`config.mk`:
```
export PLATFORM = sky130hd
export DESIGN_NAME = handshake_recv
export DESIGN_NICKNAME = d
export VERILOG_FILES = /design/src/rtl/handshake_pkg.sv /design/src/rtl/sync_bit.sv /design/src/rtl/handshake_recv.sv
export SDC_FILE = /design/constraint.sdc
export NUM_CORES = 1
export LEC_CHECK = 0
export ABC_AREA = 1
export CAP_MARGIN = 20
export CORE_AREA = 5 5 42 44
export CTS_CLUSTER_DIAMETER = 80
export DETAILED_ROUTE_END_ITERATION = 12
export DIE_AREA = 0 0 47 49
export PLACE_DENSITY_LB_ADDON = 0.08
export SLEW_MARGIN = 0
export SYNTH_ARGS = -nofsm -noshare
export SYNTH_HDL_FRONTEND = slang
export SYNTH_HIERARCHICAL = 1
export SYNTH_SLANG_ARGS = --single-unit
export TNS_END_PERCENT = 5
```
`constraint.sdc`:
```
create_clock -name sclk -period 1.8 [get_ports sclk]
set_clock_uncertainty 0.05 [all_clocks]
set_input_delay 0.36 -clock sclk [delete_from_list [all_inputs] [get_ports sclk]]
set_output_delay 0.36 -clock sclk [all_outputs]
set_load 0.1 [all_outputs]
```
`src/rtl/handshake_pkg.sv`:
```
// Purpose: shared types and constants for the 4-phase handshake receiver.
// Latency: n/a (types and constants only).
// Backpressure: n/a.
// Contents: hs_state_t (IDLE, ACKH) receiver FSM states; XFER_CNT_W transfer counter width.
package handshake_pkg;

  typedef enum logic {
    IDLE = 1'b0,  // waiting for a synchronised req high
    ACKH = 1'b1   // word captured, ack high, waiting for req to drop
  } hs_state_t;

  localparam int XFER_CNT_W = 16;

endpackage

```
`src/rtl/sync_bit.sv`:
```
// Purpose: multi-flop synchroniser for one asynchronous level signal (req here, ack on the sender side).
// Latency: SYNC_STAGES sclk edges from d to q.
// Backpressure: none; q simply tracks d.
// Ports: sclk clock, reset_n async active-low reset (stages clear to 0), d async input, q synchronised output.
module sync_bit #(
  parameter int SYNC_STAGES = 2
) (
  input  logic sclk,
  input  logic reset_n,
  input  logic d,
  output logic q
);

  logic [SYNC_STAGES-1:0] stages;

  always_ff @(posedge sclk or negedge reset_n) begin
    if (!reset_n) begin
      stages <= '0;
    end else begin
      stages <= {stages[SYNC_STAGES-2:0], d};
    end
  end

  // Only the last stage leaves the synchroniser; earlier stages may be metastable.
  assign q = stages[SYNC_STAGES-1];

endmodule

```
`src/rtl/handshake_recv.sv`:
```
// Purpose: receive side of a 4-phase req/ack crossing; captures data_in into a one-word output buffer.
// Latency: req rise -> ack and out_valid high after SYNC_STAGES+1 sclk edges when the buffer is free.
// Backpressure: a full buffer (out_valid=1, out_ready=0) holds ack low, stalling the sender.
// Ports: sclk, reset_n (async active-low); req/data_in from sender, ack back to sender;
//        out_data/out_valid/out_ready valid-ready port to downstream.
// Option: define HANDSHAKE_RECV_CNT_EN to add xfer_cnt, a 16-bit wrapping count of captures.
module handshake_recv
  import handshake_pkg::*;
#(
  parameter int WIDTH       = 4,
  parameter int SYNC_STAGES = 2
) (
  input  logic             sclk,
  input  logic             reset_n,
  input  logic             req,
  input  logic [WIDTH-1:0] data_in,
  output logic             ack,
  output logic [WIDTH-1:0] out_data,
  output logic             out_valid,
  input  logic             out_ready
`ifdef HANDSHAKE_RECV_CNT_EN
  ,
  output logic [XFER_CNT_W-1:0] xfer_cnt
`endif
);

  logic      req_s;
  logic      buf_free;
  logic      capture;
  hs_state_t state_q;
  hs_state_t state_d;

  sync_bit #(
    .SYNC_STAGES(SYNC_STAGES)
  ) u_req_sync (
    .sclk   (sclk),
    .reset_n(reset_n),
    .d      (req),
    .q      (req_s)
  );

  // The buffer can take a new word on the same edge the old one is consumed.
  assign buf_free = !out_valid || out_ready;

  always_comb begin
    state_d = state_q;
    capture = 1'b0;
    case (state_q)
      IDLE: begin
        if (req_s && buf_free) begin
          capture = 1'b1;
          state_d = ACKH;
        end
      end
      ACKH: begin
        // No capture here: a new word needs req_s seen low first.
        if (!req_s) begin
          state_d = IDLE;
        end
      end
      default: begin
        state_d = IDLE;
      end
    endcase
  end

  always_ff @(posedge sclk or negedge reset_n) begin
    if (!reset_n) begin
      state_q <= IDLE;
    end else begin
      state_q <= state_d;
    end
  end

  // ack mirrors the next state so it is a clean flop output towards the sender.
  always_ff @(posedge sclk or negedge reset_n) begin
    if (!reset_n) begin
      ack <= 1'b0;
    end else begin
      ack <= (state_d == ACKH);
    end
  end

  always_ff @(posedge sclk or negedge reset_n) begin
    if (!reset_n) begin
      out_valid <= 1'b0;
      out_data  <= '0;
    end else if (capture) begin
      out_valid <= 1'b1;
      out_data  <= data_in;
    end else if (out_valid && out_ready) begin
      out_valid <= 1'b0;
    end
  end

`ifdef HANDSHAKE_RECV_CNT_EN
  // Natural modulo-2^16 wrap.
  always_ff @(posedge sclk or negedge reset_n) begin
    if (!reset_n) begin
      xfer_cnt <= '0;
    end else if (capture) begin
      xfer_cnt <= xfer_cnt + 1'b1;
    end
  end
`endif

endmodule

```
==> results.md <==
* Post-CTS sizing at 0
* Die Footprint at 2300 um2
* Die height at 49 um
* CP delay by family, top: flip-flops
* Ys flop type: dfrtp_1
* Final setup fails at 0
* Fmax achieved at 0.768 GHz
* Final ANT Viol Nets at 0
* Largest net degree at the start of global routing at 9
* Top post-synthesis cells by area: dfrtp_1, nand2_1, nand3_1, nand2_4, nor2_4
* DRC at 0
* Wirelength per Cell at 10.3 um
* Starting density of the core at 21.3%
* Synth top area share at 67.2%
* Final period utilization at 72.4%
* Max-slew violations at 0
* Site Rows at 14
* Initial antenna violation count at 0
* Die Span X at 47 um
* I/O Pins at 14
* Setup Fix Bufs, Post-CTS at 0
* Clock latency on the worst-skew pair at 0.24 ns
* Worst EP required at 1.39 ns
* Critical path class: reg2out
* Global-route wire length before repair at 1030 um
* CP Cell Sequence: buf_12
* Grt total ovfl at 0
* Cells after Synth at 28
* Seq/Total Area, Yosys at 67.2%
* Max_cap viols at 0
* Vias in the first global route at 258
* Share of cells above drive strength 1 at 29.5%
* Post-synthesis cell type count at 8
* Most common cell in the netlist: nand2_1
* Minimum clock period at 1.30 ns
* Syn Nets at 36
* Post-synth top area cell: dfrtp_1
* Number of synthesized flops with an enable pin at 0
* Post-synth top cells: nand2_1, dfrtp_1, nand3_1
* Synth Cell Area at 298 um2
* Leakage at 0.258 nW
* Worst min path class: reg2reg
* Slew @ Worst Pin at 0.343 ns
* Slowest cell on crit path: dfrtp_1
* Async S/R FF share, synth at 100%
* Unrepaired setup endpoints after global routing: false
* Setup crit end kind: primary output
* P per Cell Area at 1740 nW/um2
* Worst hold slack at 0.297 ns
* Area Overhead vs Synth at 78.2%
* Seq cells post-synth at 8
* Final GP Congestion at 0.622
* Fin. Hold Viols at 0
* CTS HTree Levels at 1
* Num CTS Buffers at 3
* CTS sink cnt at 8
* Vias per cell at 4.00
* Final nets at 54
* Clk root buf: clkbuf_4
* Worst-path fanout max at 3
* DR iter-0 viols at 3
* Cts hold-fix bufs at 0
* Worst EP arrival at 0.89 ns
* Clk buf depth at 2
* GRT Total Usage at 6.25%
* Outcome: finished, final reports clean
* Peak VDD IR at 0.000632 V
* Rel. slew slack at 77.1%
* I/O Buffers at 13
* Max stage delay on crit path at 0.44 ns
* Vias at 240
* Total negative slack at 0 ns
* Syn Area/Cell at 10.6 um2
* Drt pass-1 iters at 4
* Crit start category: flip-flop
* WL final at 616 um
* Hpwl dp at 525 um
* Number of diodes at 0
* Clock-pin transition on the worst setup and hold timing paths at 0.05 ns
* Core Area at 1400 um2
* Synth Warn # at 6
* CP Buf/Inv Count at 1
* CTS tree: built
-- cell usage in the layout (no fill, tap or decap), drive strengths merged --
| master | Yosys | routed |
|---|---|---|
| nand2 | 13 | 13 |
| clkdlybuf4s50 | 0 | 7 |
| nand3 | 4 | 4 |
| clkbuf | 0 | 3 |
| buf | 0 | 6 |
| inv | 2 | 2 |
| dfrtp | 8 | 8 |
| nor2 | 1 | 1 |
-- layer usage --
metal  vias to the layer above  global-route usage, %  share of wire [%]
li1                        121                      -                  -
met1                       111                   7.92                 42
met2                         8                   8.60                 48
met3                         0                   2.21                9.1
met4                         0                   4.15                  0
met5                         -                      0                  0
-- area by class of cell --
type	instances	area [um2]
fill	138	871
sequential	8	200
timing repair buffer	13	190
multi-input combinational	18	90.1
clock buffer	3	22.5
tap	16	20.0
inverter	2	7.51
-- kinds of logic (layout without fill, tap and decap cells) --
family / Yosys count / in the layout / share of synthesized area, %
DFF: 8 / 8 / 67.2
buffers and inverters: 2 / 18 / 2.52
and+or+nand+nor: 18 / 18 / 30.3
-- report_power, final --
group          internal, mW  switching, mW  leakage (nW)
Sequential            0.221         0.0476        0.0971
Clock                0.0757         0.0519        0.0138
Combinational         0.181          0.346         0.147
Total                 0.477          0.445         0.258
-- per-stage QoR --
step                cell area, um2  power (mW)  std cells  setup WS [ns]  utilization (%)
CTS                            531       0.937         60          0.481             37.9
global route                   531       0.968         60          0.446             37.9
global placement               508       0.798         57          0.437             36.3
floorplan                      298       0.580         28          0.289                -
finish                         531       0.923         60          0.498             37.9
detailed placement             508       0.804         57          0.434             36.3
-- final timing paths --
kind	startpoint	endpoint	slack, ns	cells after the start
hold / removal	u_req_sync/stages[0]$_DFF_PN0_	u_req_sync/stages[1]$_DFF_PN0_	0.30	0
setup / recovery	ack$_DFF_PN0_	ack	0.50	1
setup reg to reg	ack$_DFF_PN0_	out_data[0]$_DFFE_PN0P_	0.79	4
max in group asynchronous	reset_n	out_valid$_DFFE_PN0P_	1.11	1
min in group asynchronous	reset_n	u_req_sync/stages[0]$_DFF_PN0_	0.34	1
hold reg to reg	u_req_sync/stages[0]$_DFF_PN0_	u_req_sync/stages[1]$_DFF_PN0_	0.30	0
-- flip-flops by register name, summed over array words and instances (netlist names) --
name and cells:
out_data 4, u_req_sync/stages 2, out_valid 1, ack 1
No activity file was read; power rests on OpenSTA's default activity.
